===== src/rtl/fetch_unit_pkg.sv =====
// fetch_unit_pkg: shared widths, FSM encodings and the queue entry type for the
// instruction fetch front end.
//   ADDR    - instruction address width (word addressed)
//   W_INST  - instruction word width
//   S_*     - fetch FSM encodings (2 bits)
package fetch_unit_pkg;

    localparam int unsigned ADDR   = 16;
    localparam int unsigned W_INST = 32;

    localparam logic [1:0] S_IDLE = 2'd0;  // no request outstanding
    localparam logic [1:0] S_WAIT = 2'd1;  // request outstanding, result kept
    localparam logic [1:0] S_DROP = 2'd2;  // request outstanding, result discarded

    // One queued fetch: the word and the address it came from.
    typedef struct packed {
        logic [ADDR-1:0]   pc;
        logic [W_INST-1:0] inst;
    } fq_entry_t;

    // PC arithmetic wraps modulo 2^ADDR.
    function automatic logic [ADDR-1:0] pc_add(input logic [ADDR-1:0] pc,
                                               input logic [ADDR-1:0] step);
        return pc + step;
    endfunction

endpackage


===== src/rtl/fetch_unit_if.sv =====
// fetch_unit_if: bundles the instruction-memory port, the decode port and the
// branch redirect input of the fetch unit.
//   master - fetch unit side (drives imem request and the queue head)
//   slave  - environment side (memory, decode and branch unit)
interface fetch_unit_if;
    import fetch_unit_pkg::*;

    logic              imem_req_o;
    logic [ADDR-1:0]   imem_addr_o;
    logic              imem_ack_i;
    logic [W_INST-1:0] imem_data_i;
    logic              inst_valid_o;
    logic [W_INST-1:0] inst_o;
    logic [ADDR-1:0]   inst_pc_o;
    logic              stall_i;
    logic              branch_i;
    logic [ADDR-1:0]   branch_addr_i;

    modport master (
        output imem_req_o, imem_addr_o, inst_valid_o, inst_o, inst_pc_o,
        input  imem_ack_i, imem_data_i, stall_i, branch_i, branch_addr_i
    );

    modport slave (
        input  imem_req_o, imem_addr_o, inst_valid_o, inst_o, inst_pc_o,
        output imem_ack_i, imem_data_i, stall_i, branch_i, branch_addr_i
    );

endinterface


===== src/rtl/fetch_queue.sv =====
// fetch_queue: QDEPTH-entry FIFO of {pc, inst} between fetch and decode.
//   clk, rst    - clock, asynchronous active-high reset
//   push        - write push_data at the tail
//   pop         - drop the head
//   flush       - empty the queue; beats push and pop
//   count       - current occupancy
//   head_valid  - queue not empty
//   head        - oldest entry
module fetch_queue
    import fetch_unit_pkg::*;
#(
    parameter int unsigned QDEPTH = 2,
    parameter int unsigned CNT_W  = $clog2(QDEPTH + 1)
) (
    input  logic             clk,
    input  logic             rst,
    input  logic             push,
    input  fq_entry_t        push_data,
    input  logic             pop,
    input  logic             flush,
    output logic [CNT_W-1:0] count,
    output logic             head_valid,
    output fq_entry_t        head
);

    localparam int unsigned PTR_W = (QDEPTH > 1) ? $clog2(QDEPTH) : 1;

    fq_entry_t        mem_q [QDEPTH];
    logic [PTR_W-1:0] rd_ptr_q, wr_ptr_q;
    logic [CNT_W-1:0] count_q;
    logic             do_push, do_pop;

    function automatic logic [PTR_W-1:0] ptr_inc(input logic [PTR_W-1:0] p);
        return (p == PTR_W'(QDEPTH - 1)) ? '0 : p + 1'b1;
    endfunction

    assign do_pop  = pop && (count_q != '0) && !flush;
    // A push into a full queue is only legal when the head leaves in the same cycle.
    assign do_push = push && !flush && ((count_q != CNT_W'(QDEPTH)) || do_pop);

    always_ff @(posedge clk or posedge rst) begin
        if (rst) begin
            rd_ptr_q <= '0;
            wr_ptr_q <= '0;
            count_q  <= '0;
        end else if (flush) begin
            rd_ptr_q <= '0;
            wr_ptr_q <= '0;
            count_q  <= '0;
        end else begin
            if (do_push) wr_ptr_q <= ptr_inc(wr_ptr_q);
            if (do_pop)  rd_ptr_q <= ptr_inc(rd_ptr_q);
            count_q <= count_q + CNT_W'(do_push) - CNT_W'(do_pop);
        end
    end

    // Storage needs no reset: it is only visible while head_valid is set.
    always_ff @(posedge clk) begin
        if (do_push) mem_q[wr_ptr_q] <= push_data;
    end

    assign count      = count_q;
    assign head_valid = (count_q != '0);
    assign head       = mem_q[rd_ptr_q];

endmodule


===== src/rtl/fetch_unit.sv =====
// fetch_unit: pipeline front end. Holds the PC, issues one outstanding
// instruction-memory request at a time, buffers returned words in a 2-entry
// queue towards decode and redirects/squashes on taken branches.
//   clk, rst - clock, asynchronous active-high reset
//   bus      - fetch_unit_if.master: imem request/ack/data, decode head and
//              stall, branch redirect
module fetch_unit
    import fetch_unit_pkg::*;
#(
    parameter logic [ADDR-1:0] RESET_PC = '0,
    parameter logic [ADDR-1:0] PC_STEP  = ADDR'(1),
    parameter int unsigned     QDEPTH   = 2
) (
    input  logic         clk,
    input  logic         rst,
    fetch_unit_if.master bus
);

    localparam int unsigned CNT_W = $clog2(QDEPTH + 1);
    localparam int unsigned OCC_W = CNT_W + 1;

    logic [1:0]       state_q, state_d;
    logic [ADDR-1:0]  pc_q, pc_d;
    logic [ADDR-1:0]  addr_q, addr_d;
    logic             req_q, req_d;

    logic             q_push, q_pop, q_valid;
    logic [CNT_W-1:0] q_count;
    fq_entry_t        q_head, q_in;
    logic [OCC_W-1:0] occ_next;
    logic             credit;

    assign q_pop  = q_valid & ~bus.stall_i & ~bus.branch_i;
    assign q_push = (state_q == S_WAIT) & bus.imem_ack_i & ~bus.branch_i;
    assign q_in   = '{pc: addr_q, inst: bus.imem_data_i};

    // Room must remain after this edge's push/pop so the reply always fits.
    assign occ_next = {1'b0, q_count} + OCC_W'(q_push) - OCC_W'(q_pop);
    assign credit   = (occ_next < OCC_W'(QDEPTH)) & ~bus.branch_i;

    always_comb begin
        state_d = state_q;
        pc_d    = pc_q;
        addr_d  = addr_q;
        req_d   = req_q;
        unique case (state_q)
            S_IDLE: begin
                if (bus.branch_i) begin
                    pc_d = bus.branch_addr_i;
                end else if (credit) begin
                    req_d   = 1'b1;
                    addr_d  = pc_q;
                    pc_d    = pc_add(pc_q, PC_STEP);
                    state_d = S_WAIT;
                end
            end
            S_WAIT: begin
                if (bus.imem_ack_i) begin
                    if (bus.branch_i) begin
                        pc_d    = bus.branch_addr_i;
                        req_d   = 1'b0;
                        state_d = S_IDLE;
                    end else if (credit) begin
                        // Back-to-back issue keeps one word per cycle.
                        addr_d = pc_q;
                        pc_d   = pc_add(pc_q, PC_STEP);
                    end else begin
                        req_d   = 1'b0;
                        state_d = S_IDLE;
                    end
                end else if (bus.branch_i) begin
                    // Request must stay stable until acked; its data is squashed.
                    pc_d    = bus.branch_addr_i;
                    state_d = S_DROP;
                end
            end
            S_DROP: begin
                if (bus.branch_i) pc_d = bus.branch_addr_i;
                if (bus.imem_ack_i) begin
                    req_d   = 1'b0;
                    state_d = S_IDLE;
                end
            end
            default: begin
                req_d   = 1'b0;
                state_d = S_IDLE;
            end
        endcase
    end

    always_ff @(posedge clk or posedge rst) begin
        if (rst) begin
            state_q <= S_IDLE;
            pc_q    <= RESET_PC;
            addr_q  <= RESET_PC;
            req_q   <= 1'b0;
        end else begin
            state_q <= state_d;
            pc_q    <= pc_d;
            addr_q  <= addr_d;
            req_q   <= req_d;
        end
    end

    fetch_queue #(
        .QDEPTH (QDEPTH),
        .CNT_W  (CNT_W)
    ) u_queue (
        .clk        (clk),
        .rst        (rst),
        .push       (q_push),
        .push_data  (q_in),
        .pop        (q_pop),
        .flush      (bus.branch_i),
        .count      (q_count),
        .head_valid (q_valid),
        .head       (q_head)
    );

    assign bus.imem_req_o   = req_q;
    assign bus.imem_addr_o  = addr_q;
    assign bus.inst_valid_o = q_valid;
    assign bus.inst_o       = q_valid ? q_head.inst : '0;
    assign bus.inst_pc_o    = q_valid ? q_head.pc : '0;

endmodule


===== src/flat_wrapper.sv =====
// flat-port wrapper written by rule: the top's interface ports become plain ports
module fetch_unit_flat import fetch_unit_pkg::*;
#(
    parameter logic [ADDR-1:0] RESET_PC = '0,
    parameter logic [ADDR-1:0] PC_STEP  = ADDR'(1),
    parameter int unsigned     QDEPTH   = 2
)
  (clk, rst, bus_imem_req_o, bus_imem_addr_o, bus_inst_valid_o, bus_inst_o, bus_inst_pc_o, bus_imem_ack_i, bus_imem_data_i, bus_stall_i, bus_branch_i, bus_branch_addr_i);
  fetch_unit_if bus_i ();
  input  logic clk;
  input  logic rst;
  output wire logic [$bits(bus_i.imem_req_o)-1:0] bus_imem_req_o;
  output wire logic [$bits(bus_i.imem_addr_o)-1:0] bus_imem_addr_o;
  output wire logic [$bits(bus_i.inst_valid_o)-1:0] bus_inst_valid_o;
  output wire logic [$bits(bus_i.inst_o)-1:0] bus_inst_o;
  output wire logic [$bits(bus_i.inst_pc_o)-1:0] bus_inst_pc_o;
  input wire logic [$bits(bus_i.imem_ack_i)-1:0] bus_imem_ack_i;
  input wire logic [$bits(bus_i.imem_data_i)-1:0] bus_imem_data_i;
  input wire logic [$bits(bus_i.stall_i)-1:0] bus_stall_i;
  input wire logic [$bits(bus_i.branch_i)-1:0] bus_branch_i;
  input wire logic [$bits(bus_i.branch_addr_i)-1:0] bus_branch_addr_i;
  assign bus_imem_req_o = bus_i.imem_req_o;
  assign bus_imem_addr_o = bus_i.imem_addr_o;
  assign bus_inst_valid_o = bus_i.inst_valid_o;
  assign bus_inst_o = bus_i.inst_o;
  assign bus_inst_pc_o = bus_i.inst_pc_o;
  assign bus_i.imem_ack_i = bus_imem_ack_i;
  assign bus_i.imem_data_i = bus_imem_data_i;
  assign bus_i.stall_i = bus_stall_i;
  assign bus_i.branch_i = bus_branch_i;
  assign bus_i.branch_addr_i = bus_branch_addr_i;
  fetch_unit #(.RESET_PC(RESET_PC), .PC_STEP(PC_STEP), .QDEPTH(QDEPTH)) u_core (.clk(clk), .rst(rst), .bus(bus_i));
endmodule

===== config.mk =====
export PLATFORM = sky130hd
export DESIGN_NAME = fetch_unit_flat
export DESIGN_NICKNAME = d
export VERILOG_FILES = /design/src/rtl/fetch_unit_pkg.sv /design/src/rtl/fetch_unit_if.sv /design/src/rtl/fetch_queue.sv /design/src/rtl/fetch_unit.sv /design/src/flat_wrapper.sv
export SDC_FILE = /design/constraint.sdc
export NUM_CORES = 1
export LEC_CHECK = 0
export CORE_ASPECT_RATIO = 0.8
export CORE_UTILIZATION = 60
export CTS_BUF_LIST = sky130_fd_sc_hd__clkbuf_2
export DETAILED_ROUTE_END_ITERATION = 10
export DONT_BUFFER_PORTS = 1
export PLACE_DENSITY = 0.88
export RECOVER_POWER = 25
export SKIP_LAST_GASP = 1
export SLEW_MARGIN = 20
export SYNTH_ARGS = -nofsm -noshare
export SYNTH_HDL_FRONTEND = slang
export SYNTH_SLANG_ARGS = --single-unit

===== constraint.sdc =====
create_clock -name clk -period 5.1 [get_ports clk]
set_input_delay 1.275 -clock clk [delete_from_list [all_inputs] [get_ports clk]]
set_output_delay 1.275 -clock clk [all_outputs]
set_load 0.005 [all_outputs]

## Word-level counts from Yosys, hierarchy flattened

Memory sizes are Yosys's and may differ from the RTL's.
Cells that the tools add are included.

| word-level totals | value |
|---|---|
| bits in writable memories | 96 |
| output and inout port bits | 66 |
| memories | 1 |
| bits in registers | 39 |

Memory list:

| name | depth | width | rd ports | clocked after Yosys merged registers in | write ports | RTL line | RTL |
|---|---|---|---|---|---|---|---|
| u_core.u_queue.mem_q | 2 | 48 | 1 | 0 | 1 | fetch_queue.sv:28 | `fq_entry_t mem_q [QDEPTH];` |

| operators by class | value |
|---|---|
| reductions and logical operators | 15 |
| equality and inequality tests | 9 |
| add/subtract/negate cells | 7 |
| muxes and demuxes | 35 |
| bitwise logic cells | 7 |
| magnitude comparators | 1 |

Operators by type and width:

| kind | count |
|---|---|
| 16-bit two-way mux | 8 |
| 16-bit one-hot mux with 3 select lines | 1 |
| 32-bit two-way mux | 1 |
| 16-bit one-hot mux with 2 select lines | 1 |
| 16-bit by 1-bit adder with 16-bit output (second input constant) | 1 |
| 2-bit two-way mux | 8 |
| 1-bit two-way mux | 14 |
| 5-bit AND reduction | 2 |
| 2-bit inequality test (second input constant) | 4 |
| 2-bit nonzero test | 4 |
| 3-bit inequality test (second input constant) | 2 |
| 2-bit one-hot mux with 3 select lines | 1 |
| 1-bit AND | 5 |
| 1-bit logical AND | 4 |
| 2-bit by 1-bit adder with 3-bit output | 1 |
| 3-bit by 2-bit < comparator with 1-bit output (second input constant) | 1 |
| 1-bit one-hot mux with 3 select lines | 1 |
| 3-bit nonzero test | 1 |
| 3-bit by 1-bit subtractor with 3-bit output | 1 |
| 1-bit adder (second input constant) | 2 |
| 2-bit by 1-bit adder with 2-bit output | 1 |
| 2-bit by 1-bit == test with 1-bit output (second input constant) | 1 |
| 2-bit == test (second input constant) | 1 |
| 2-bit logical NOT | 1 |
| 6 further kinds | 7 |

## Logic depth before layout (Yosys ltp)

| depth | value |
|---|---|
| depth in word-level cells | 11 |
| depth in mapped cells | 12 |
| depth with buffers taken out | 12 |

## Cells and area by module

A second synthesis with hierarchy kept.

| second synthesis, totals | value |
|---|---|
| cells, all modules | 442 |
| area, all modules | 6,229.7 µm² |

By module, submodules not included:

| module | area each (µm²) | seq. area each (µm²) | cells each | instances |
|---|---|---|---|---|
| fetch_queue | 3,689.8 | 2,982.9 | 173 | 1 |
| fetch_unit | 2,539.9 | 875.8 | 269 | 1 |

## Worst setup path after synthesis

OpenSTA, ideal clock, no wires.

| path | value |
|---|---|
| kind | input port to flip-flop |
| start | in bus_branch_i |
| end | mem u_core.u_queue.mem_q[0][0] in the netlist's numbering (enable) |
| cell stages on the path | 4 |
| slack | 864 ps |
| required time | 4,646 ps |
| setup time | 454 ps |
| arrival | 3,782 ps |
| cells stage by stage | buf_2 > nor2b_1 > o211ai_1 > nor2_1 |

| between the ends | value |
|---|---|
| longest elaborated chain between the ends | 8 |
| elaborated cells between the ends (all ways) | 11 |
| those cells by class | mux (2); bitwise (3); reduce/logical (6) |

Ends and longest elaborated chain:

| what | RTL line | RTL |
|---|---|---|
| start, declared | flat_wrapper.sv:20 | `input wire logic [$bits(bus_i.branch_i)-1:0] bus_branch_i;` |
| 1-bit NOT | fetch_unit.sv:33, fetch_unit.sv:34 |  |
| 1-bit AND | fetch_unit.sv:33 | `assign q_pop = q_valid & ~bus.stall_i & ~bus.branch_i;` |
| 1-bit logical AND (2 in a row) | fetch_queue.sv:37 | `assign do_pop = pop && (count_q != '0) && !flush;` |
| 1-bit logical OR | fetch_queue.sv:39 | `assign do_push = push && !flush && ((count_q != CNT_W'(QDEPTH)) \|\| do_pop);` |
| 1-bit logical AND (*) | fetch_queue.sv:39 |  |
| 1-bit two-way mux (*) | fetch_queue.sv:59 | `if (do_push) mem_q[wr_ptr_q] <= push_data;` |
| 1-bit two-way mux (not written as such) (*) | fetch_queue.sv:59 |  |
| end, declared | fetch_queue.sv:28 |  |

Mark *: on every way between the ends. The rest lies on a longest branch, timed or not.

## Worst setup path in the final report

| path | value |
|---|---|
| start | reg u_core.u_queue.rd_ptr_q |
| end | out bus_inst_pc_o[10] |

| between the ends | value |
|---|---|
| longest elaborated chain between the ends | 2 |

Ends and longest elaborated chain:

| what | RTL line | RTL |
|---|---|---|
| start, declared | fetch_queue.sv:29 | `logic [PTR_W-1:0] rd_ptr_q, wr_ptr_q;` |
| start signal, assigned | fetch_queue.sv:52 | `if (do_pop) rd_ptr_q <= ptr_inc(rd_ptr_q);` |
| memory read 2 x 48 bit | -- |  |
| 16-bit two-way mux | fetch_unit.sv:124 | `assign bus.inst_pc_o = q_valid ? q_head.pc : '0;` |
| end, declared | flat_wrapper.sv:16 | `output wire logic [$bits(bus_i.inst_pc_o)-1:0] bus_inst_pc_o;` |

No other way between the ends.

==> out/results.tsv <==
metric	value	unit
status	completed	
CTS H-tree lvls	4	
Netlist Area Pre-Place	5980	sq um
DP HPWL	7810	um
layout cell share with drive strength beyond 1	0.148	
CTS tree	done	
total gr overflow	0	
# hold bufs at CTS	0	
# DRC	0	
clk_lat worst skew	0.66	ns
XOR/XNOR Fraction of Synth Area	0.0134	
Synth warnings	0	
die height	91.3	um
post-synth top area cell	edfxtp_1	
Final Skew	0.0191	ns
worst r2r src	u_core.state_q[1]	
Worst setup startpoint	u_core.u_queue.rd_ptr_q	
largest family of logic cells by synthesized area	multiplexers	
crit path kind	reg2out	
worst hold path class	reg2reg	
required time worst endpoint	3.83	ns
Routed WL	11500	um
Synth Flop Type	edfxtp_1	
sequential-to-total area share from yosys stat	0.645	
Synth Instances	436	
EDFF count, synth	96	
Avg Synthesized Cell Area	13.7	sq um
first-pass GRT wire length	17900	um
ys async rst share	0.289	
startpoint types	flip-flop	
syn_nets	498	
GRT Util Overall	0.235	
Max IR drop VDD	0.291	mV
WP data arrival	2.55	ns
starting density of the core	0.620	
Worst Tran Pin Value	1.04	ns
Post-Synth Simple-Gate Area	0.110	
Power Total	3.31	mW
Antenna Violating Nets Remaining	0	
vias per std cell	5.99	
largest net degree at the start of global routing	53	
distinct cell type count after synthesis	53	
Detailed Routing Iterations Pass 1	4	
Hold Worst Slack	0.550	ns
Core Footprint	9650	sq um
final worst-path cycle share	0.750	
DR iter-0 viols	272	
slew margin rel.	0.306	
fmax	261	MHz
Pleak	2.26	nW
Critical Path End Type	primary output	
die width	114	um
fin crit period	3.83	ns
gpl congestion	0.943	
TNS Setup	0	ns
Worst-path clk slew	0.20	ns
I/O pin total	119	
top cells by area, synth	edfxtp_1 48%, dfrtp_1 16%, mux2i_1 8.5%, nor2_1 4.0%, mux2_2 3.0%	
clock sinks	135	
layout net count	503	
CTS resizes	0	
Commonest cells post-synth	96 x edfxtp_1, 64 x nor2_1, 51 x mux2i_1, 39 x dfrtp_1, 16 x mux2_2	
Die ar.	10400	sq um
clock buffer depth	2	
RSZ-0062 raised after global routing	no	
FP Rows	32	
worst-path maximum fanout	33	
Hold Violations, Final	0	
mux cell area share after synthesis	0.116	
FF+latch count, synth	135	
post-synthesis compound-gate area fraction	0.0668	
Synth Area in Adders	0.0201	
vias in the first global route	3485	
Vias	3543	
Final Max Tran Viols	0	
Area growth syn-to-layout	6.86	%
max_cap viols	0	
most common cell in the netlist	edfxtp_1	
Clock Tree Root	clkbuf_2	
WL per Instance	19.5	um
cell area power density	519	nW/um^2
initial antenna violation count	1	
share of the synthesized area in the top cell type	0.482	
Port Buf Inserts	0	
Hold Path Origin	u_core.bus.imem_req_o	
final setup fails	0	
postcts setup bufs	0	
CTS Buf Count	17	
sequential cells by signal (all words and copies together), names as in the netlist:
register / cells
u_core.pc_q: 16
u_core.bus.imem_addr_o: 16
u_core.u_queue.rd_ptr_q: 1
u_core.bus.imem_req_o: 1
u_core.state_q: 2
u_core.u_queue.count: 2
u_core.u_queue.wr_ptr_q: 1
u_core.u_queue.mem_q: 96
per-stage QoR:
stage	instance area [sq um]	std cells	setup slack [ns]	utilization
5_1_grt	6390	590	1.04	0.662
3_3_place_gp	6090	558	1.13	0.631
2_1_floorplan	5980	436	0.864	-
4_1_cts	6390	590	1.22	0.662
6_report	6390	591	1.27	0.662
3_5_place_dp	6090	558	0.999	0.631
placed cells by master (no fill, tap or decap), types with 6 or more instances in the layout:
master,instances
edfxtp_1,96
mux2i_1,51
o21ai_0,14
ha_1,8
inv_1,13
nand2b_1,7
dfrtp_1,38
nand2_1,15
clkbuf_2,17
nand3_1,9
mux2_2,16
a21oi_1,10
nor3_1,6
nor2_1,61
power breakdown:
| group | leakage (nW) | internal [mW] | switching, mW |
|---|---|---|---|
| registers | 1.36 | 1.41 | 0.231 |
| logic | 0.722 | 0.379 | 0.552 |
| clock network | 0.172 | 0.334 | 0.410 |
cell families (layout without fill, tap and decap cells):
logic type	count (synthesis)	in the layout
xor+xnor	7	7
buf+inv	32	50
mux	67	67
other cells	0	1
compound gates	59	59
simple gates	127	127
fa+ha+maj	9	9
flops	135	135
path summary, 6_finish.rpt:
| check | end | slack, ns | depth (start not counted) |
|---|---|---|---|
| min in group asynchronous | u_core.bus.imem_addr_o[4] | 0.58 | 2 |
| worst max-delay path | bus_inst_pc_o[10] | 1.27 | 3 |
| max in group asynchronous | u_core.u_queue.rd_ptr_q | 4.17 | 2 |
| worst min register to register | u_core.bus.imem_req_o | 0.55 | 1 |
| worst min-delay path | u_core.bus.imem_req_o | 0.55 | 1 |
| worst max register to register | u_core.bus.imem_addr_o[5] | 1.35 | 11 |
routing by layer:
| metal | GRT usage | routed length (um) | up-vias |
|---|---|---|---|
| met5 | 0 | 11 | - |
| met4 | 0.0954 | 210 | 2 |
| met3 | 0.0841 | 1080 | 28 |
| met2 | 0.379 | 5580 | 155 |
| met1 | 0.290 | 4610 | 1732 |
| li1 | - | - | 1626 |
area by class of cell:
type	count	area [sq um]
sequential	135	3860
tap	136	170
antenna	1	2.50
timing repair buffer	5	37.5
inverter	13	48.8
clock inverter	15	214
fill	690	3260
clock buffer	17	85.1
multi-input combinational	269	1970
critical path, cell delays in order (launching register included):
cell and delay [ns]:
dfrtp_2 1.08, buf_4 0.46, mux2i_1 0.24, nor2_1 0.09
No activity file was read; power rests on OpenSTA's default activity.
